**src/rtl/uart_pkg.sv**
```systemverilog
// Shared UART definitions: default clock/line rates, bit-period derivation,
// receive FSM state encoding and 8N1 frame constants.
// Latency: n/a (definitions only). Backpressure: n/a.
package uart_pkg;

  localparam int CLK_FREQ_DEF = 20000000;
  localparam int BAUD_DEF     = 9600;

  // 8N1 framing
  localparam int DATA_BITS = 8;
  localparam int STOP_BITS = 1;

  // Clocks per bit; half of this gives the offset to mid-bit.
  function automatic int calc_bps_cnt(input int clk_freq, input int baud);
    return clk_freq / baud;
  endfunction

  // Receive FSM states
  localparam logic [2:0] ST_IDLE  = 3'd0;
  localparam logic [2:0] ST_START = 3'd1;
  localparam logic [2:0] ST_DATA  = 3'd2;
  localparam logic [2:0] ST_STOP  = 3'd3;
  localparam logic [2:0] ST_BREAK = 3'd4;

endpackage

```
**src/rtl/uart_rx_speed_select.sv**
```systemverilog
// Mid-bit baud tick generator for the UART receiver.
// Latency: first clk_bps tick BPS_HALF cycles after bps_start rises, then every BPS_CNT cycles.
// Backpressure: none; dropping bps_start zeroes the counter on the next edge.
// Ports: clk, rst (async, active-high), bps_start (counter enable), clk_bps (one-cycle tick).
module uart_rx_speed_select
  import uart_pkg::*;
#(
  parameter int CLK_FREQ = CLK_FREQ_DEF,
  parameter int BAUD     = BAUD_DEF
) (
  input  logic clk,
  input  logic rst,
  input  logic bps_start,
  output logic clk_bps
);

  localparam int BPS_CNT  = calc_bps_cnt(CLK_FREQ, BAUD);
  localparam int BPS_HALF = BPS_CNT / 2;
  localparam int CNT_W    = $clog2(BPS_CNT);

  localparam logic [CNT_W-1:0] CNT_LAST = CNT_W'(BPS_CNT - 1);
  localparam logic [CNT_W-1:0] CNT_TICK = CNT_W'(BPS_HALF - 1);

  logic [CNT_W-1:0] cnt;

  always_ff @(posedge clk or posedge rst) begin
    if (rst) begin
      cnt <= '0;
    end else if (!bps_start || cnt == CNT_LAST) begin
      cnt <= '0;
    end else begin
      cnt <= cnt + CNT_W'(1);
    end
  end

  // Count BPS_HALF-1 is reached BPS_HALF cycles after enable, then once per bit.
  assign clk_bps = bps_start && (cnt == CNT_TICK);

endmodule

```
**src/rtl/uart_rx_ctrl.sv**
```systemverilog
// UART 8N1 receive controller: mid-bit sampling of rs232_rx, one-cycle FIFO write per good byte.
// Latency: write/flag pulse one cycle after the stop-bit sample (mid stop bit).
// Backpressure: fifo_full sampled at the stop-bit sample; a full FIFO drops the byte and pulses overflow.
// Ports: clk, rst_n (async, active-high despite the name), rs232_rx, fifo_full,
//        rx_data, fifo232_wrreq, rx_busy, frame_err, overflow.
module uart_rx_ctrl
  import uart_pkg::*;
#(
  parameter int CLK_FREQ = CLK_FREQ_DEF,
  parameter int BAUD     = BAUD_DEF
) (
  input  logic       clk,
  input  logic       rst_n,
  input  logic       rs232_rx,
  input  logic       fifo_full,
  output logic [7:0] rx_data,
  output logic       fifo232_wrreq,
  output logic       rx_busy,
  output logic       frame_err,
  output logic       overflow
);

  logic                 rx_meta;
  logic                 rxs;
  logic                 rxs_d;
  logic [2:0]           state;
  logic [2:0]           bit_cnt;
  logic [DATA_BITS-1:0] shreg;
  logic                 bps_start;
  logic                 clk_bps;

  // Baud counter runs only while a frame is being sampled; BREAK waits on the line, not on time.
  assign bps_start = (state == ST_START) || (state == ST_DATA) || (state == ST_STOP);

  uart_rx_speed_select #(
    .CLK_FREQ (CLK_FREQ),
    .BAUD     (BAUD)
  ) u_speed_select (
    .clk       (clk),
    .rst       (rst_n),
    .bps_start (bps_start),
    .clk_bps   (clk_bps)
  );

  // Two-flop synchroniser plus one delay flop for edge detection; all preset to idle-high.
  always_ff @(posedge clk or posedge rst_n) begin
    if (rst_n) begin
      rx_meta <= 1'b1;
      rxs     <= 1'b1;
      rxs_d   <= 1'b1;
    end else begin
      rx_meta <= rs232_rx;
      rxs     <= rx_meta;
      rxs_d   <= rxs;
    end
  end

  always_ff @(posedge clk or posedge rst_n) begin
    if (rst_n) begin
      state         <= ST_IDLE;
      bit_cnt       <= '0;
      shreg         <= '0;
      rx_data       <= '0;
      fifo232_wrreq <= 1'b0;
      rx_busy       <= 1'b0;
      frame_err     <= 1'b0;
      overflow      <= 1'b0;
    end else begin
      fifo232_wrreq <= 1'b0;
      frame_err     <= 1'b0;
      overflow      <= 1'b0;
      case (state)
        ST_IDLE: begin
          if (rxs_d && !rxs) begin
            state   <= ST_START;
            rx_busy <= 1'b1;
          end
        end
        ST_START: begin
          if (clk_bps) begin
            if (rxs) begin
              // Line back high at mid start bit: glitch, not a frame.
              state   <= ST_IDLE;
              rx_busy <= 1'b0;
            end else begin
              state   <= ST_DATA;
              bit_cnt <= '0;
            end
          end
        end
        ST_DATA: begin
          if (clk_bps) begin
            // LSB arrives first, so shift in from the top.
            shreg   <= {rxs, shreg[DATA_BITS-1:1]};
            bit_cnt <= bit_cnt + 3'd1;
            if (bit_cnt == 3'(DATA_BITS - 1)) begin
              state <= ST_STOP;
            end
          end
        end
        ST_STOP: begin
          if (clk_bps) begin
            rx_busy <= 1'b0;
            if (rxs) begin
              // Back to IDLE half a bit early so a following start edge is never missed.
              state <= ST_IDLE;
              if (fifo_full) begin
                overflow <= 1'b1;
              end else begin
                fifo232_wrreq <= 1'b1;
                rx_data       <= shreg;
              end
            end else begin
              frame_err <= 1'b1;
              state     <= ST_BREAK;
            end
          end
        end
        ST_BREAK: begin
          // Line must return high before another start edge can count.
          if (rxs) begin
            state <= ST_IDLE;
          end
        end
        default: begin
          state   <= ST_IDLE;
          rx_busy <= 1'b0;
        end
      endcase
    end
  end

endmodule

```
**config.mk**
```make
export PLATFORM = sky130hd
export DESIGN_NAME = uart_rx_ctrl
export DESIGN_NICKNAME = d
export VERILOG_FILES = /design/src/rtl/uart_pkg.sv /design/src/rtl/uart_rx_speed_select.sv /design/src/rtl/uart_rx_ctrl.sv
export SDC_FILE = /design/constraint.sdc
export NUM_CORES = 1
export LEC_CHECK = 0
export CORE_MARGIN = 5
export CORE_UTILIZATION = 53
export CTS_CLUSTER_DIAMETER = 80
export DETAILED_ROUTE_END_ITERATION = 7
export PLACE_DENSITY = 0.73
export SKIP_CTS_REPAIR_TIMING = 1
export SYNTH_ARGS = -nofsm -noshare
export SYNTH_HDL_FRONTEND = slang
export SYNTH_SLANG_ARGS = --single-unit
```
**constraint.sdc**
```tcl
create_clock -name clk -period 3.6 [get_ports clk]
set_input_delay 0.72 -clock clk [delete_from_list [all_inputs] [get_ports clk]]
set_output_delay 0.72 -clock clk [all_outputs]
set_load 0.03 [all_outputs]
```
==> summary.md <==
| Metric | Value |
|---|---|
| Status | `completed` |
| Reg-to-reg startpoint | `u_speed_select.cnt[2]$_DFF_PP0_` |
| WHS Path Cells | `0` |
| DRC | `0` |
| Setup tns final | `0 ns` |
| Port Buffer Count | `15` |
| Detailed Route WL | `3010 um` |
| Gr usage total | `0.154` |
| Reg clk slew, reported paths | `0.12 ns` |
| Rel. slew slack | `0.668` |
| Nets@finish | `182` |
| RR Endpoint | `shreg[0]$_DFFE_PP0P_` |
| Post-layout util | `0.619` |
| Dpl hpwl | `2060 um` |
| Worst path arrival time | `2.56 ns` |
| Final hold violations | `0` |
| Total congestion overflow | `0` |
| Post-synthesis sequential area ratio | `0.565` |
| Critical path type | `flop to flop` |
| Initial Utilization | `0.546` |
| Via density | `5.40` |
| Initial drt markers | `77` |
| CP endpoint kind | `flop` |
| Worst min path class | `flop to flop` |
| Area grow syn2layout | `13.5%` |
| Tcrit/Tclk final | `0.645` |
| Number of global-route vias before repair | `1195` |
| Clock latency on the worst-skew pair | `0.36 ns` |
| CTS tree | `built` |
| EDFF count, synth | `0` |
| Crit path required time | `3.83 ns` |
| Cell count after synthesis | `155` |
| Inst Count DP | `212` |
| GPL Wtd Cong | `0.836` |
| Syn nets | `164` |
| Final Max Slew Viols | `0` |
| Startpoint types | `flop` |
| Die width | `68.6 um` |
| Peak supply drop | `0.279 mV` |
| Setup violations, final | `0` |
| Depth of the CTS H-tree | `2` |
| Worst-case clock buffer depth | `2` |
| Commonest non-fill, non-tap cell in the layout | `dfrtp_1` |
| PwrDens | `446 nW/um^2` |
| Synth unique cells | `35` |
| Core ar. | `3340 um^2` |
| Max Clk Rate | `431 MHz` |
| CTS Buf Count | `5` |
| Diodes inserted | `0` |
| First-pass GRT wire length | `5330 um` |
| Hold_ws | `0.363 ns` |
| DR pass1 iterations | `4` |
| # Max-Cap Violations | `0` |
| Worst Slack Setup Final | `1.28 ns` |
| Post-Layout Cell Count | `220` |
| Share of layout cells above drive strength 1 | `0.167` |
| Clock Root Buffer | `clkbuf_4` |
| Most frequent cells in the layout | `dfrtp_1 (38), nor2_1 (19), mux2_2 (17), clkdlybuf4s50_1 (15), nand2_1 (12)` |
| IO Count | `16` |
| RSZ-0062 raised after global routing | `no` |
| CTS Sinks | `41` |
| Largest net degree at the start of global routing | `42` |
| R2r setup slk | `1.28 ns` |
| Hold path endpoint | `rxs$_DFF_PP1_` |
| Leakage power | `0.943 nW` |
| Dpl ws | `1.24 ns` |
| Post-DRT Antenna Nets | `0` |
| Synthesis-stage register bit count | `41` |
| Synth warnings | `0` |
| Post-synth ARST share | `1.00` |
| CP max FO | `11` |
| Die H | `68.6 um` |
| Main synth FF type | `dfrtp_1` |
| Fillcell total | `284` |
| Die Area | `4710 um^2` |
| Hold Crit Start | `rx_meta$_DFF_PP1_` |
| Worst-margin pin slew | `0.498 ns` |
| Syn_area_per_cell | `11.8 um^2` |
| Min cycle time layout | `2.32 ns` |
| Initial antenna violation count | `0` |
| Worst Skew | `0.0190 ns` |
| Rows | `21` |
| Avg WL per Cell | `13.7 um` |
| Vias | `1189` |
| Netlist Area Pre-Place | `1820 um^2` |
| Worst r2r path cells | `4` |
[power breakdown]
group	leakage, nW	switching (W)	internal, W
clock network	0.0293	0.000142	0.0000762
logic	0.374	0.0000683	0.0000683
registers	0.539	0.0000654	0.000502
[synthesized netlist by cell type, types with 4 or more instances]
| library cell | instances | area (um^2) |
|---|---|---|
| dfrtp_1 | 38 | 951 |
| nor2_1 | 19 | 71.3 |
| mux2_2 | 17 | 191 |
| nand2_1 | 12 | 45.0 |
| xnor2_1 | 8 | 70.1 |
| ha_1 | 5 | 62.6 |
| inv_1 | 5 | 18.8 |
| nand4_1 | 5 | 31.3 |
| clkbuf_1 | 4 | 15.0 |
| nand3_1 | 4 | 20.0 |
| nor3_1 | 4 | 20.0 |
[registers in the layout, indices dropped and copies added, names as in the netlist]
register            count
rxs_d                   1
state                   3
rx_busy                 1
rxs                     1
fifo232_wrreq           1
frame_err               1
rx_data                 8
u_speed_select.cnt     12
rx_meta                 1
shreg                   8
overflow                1
bit_cnt                 3
[layout make-up]
class	count	area, um^2	share of cell area
inverters	5	18.8	0.00908
clock buffers	7	45.0	0.0218
clock inverters	1	5.00	0.00242
well taps	46	57.6	0.0278
flip-flops and latches	41	1030	0.498
multi-input cells	104	753	0.364
repair buffers	16	158	0.0763
[worst max-delay path, cell delays in order (launching register included)]
cell     delay, ns
dfrtp_1       0.48
nor4_4        0.37
nand4_1       0.44
nor3_4        0.53
mux2_2        0.38
[per-stage QoR]
stage / cell area [um^2] / power (W)
6_report: 2070 / 0.000922
5_1_grt: 2070 / 0.000982
4_1_cts: 2070 / 0.000934
3_5_place_dp: 2020 / 0.000713
3_3_place_gp: 2020 / 0.000706
2_1_floorplan: 1820 / 0.000676
[worst max path at each step]
| stage | start | endpoint | slack (ns) | cells after the start |
|---|---|---|---|---|
| after floorplan | u_speed_select.cnt[2]$_DFF_PP0_ | shreg[0]$_DFFE_PP0P_ | 1.75 | 5 |
| after global placement | fifo_full | rx_data[6]$_DFFE_PP0P_ | 1.28 | 4 |
| after detailed placement | fifo_full | rx_data[0]$_DFFE_PP0P_ | 1.24 | 4 |
| after CTS | u_speed_select.cnt[2]$_DFF_PP0_ | shreg[0]$_DFFE_PP0P_ | 1.26 | 4 |
| after global routing | u_speed_select.cnt[2]$_DFF_PP0_ | shreg[4]$_DFFE_PP0P_ | 1.06 | 4 |
| final | u_speed_select.cnt[2]$_DFF_PP0_ | shreg[0]$_DFFE_PP0P_ | 1.28 | 4 |
[kinds of logic (layout without fill, tap and decap cells)]
| kind of cell | Yosys count | in the layout | share of synthesized area |
|---|---|---|---|
| buffers and inverters | 10 | 29 | 0.0213 |
| adder cells (fa/ha/maj) | 5 | 5 | 0.0343 |
| multiplexers | 17 | 17 | 0.105 |
| flip-flops | 41 | 41 | 0.565 |
| AND/OR/NAND/NOR | 61 | 61 | 0.183 |
| AO/OA/AOI/OAI | 11 | 11 | 0.0426 |
| XOR/XNOR | 10 | 10 | 0.0481 |
[routing by layer]
metal | global-route usage | vias up | share of wire
met3 | 0.0454 | 8 | 0.043
met2 | 0.228 | 23 | 0.47
met4 | 0.0868 | 0 | 0.026
met1 | 0.202 | 577 | 0.46
met5 | 0 | - | 0
li1 | - | 581 | -
(Power assumes the default switching activity.)
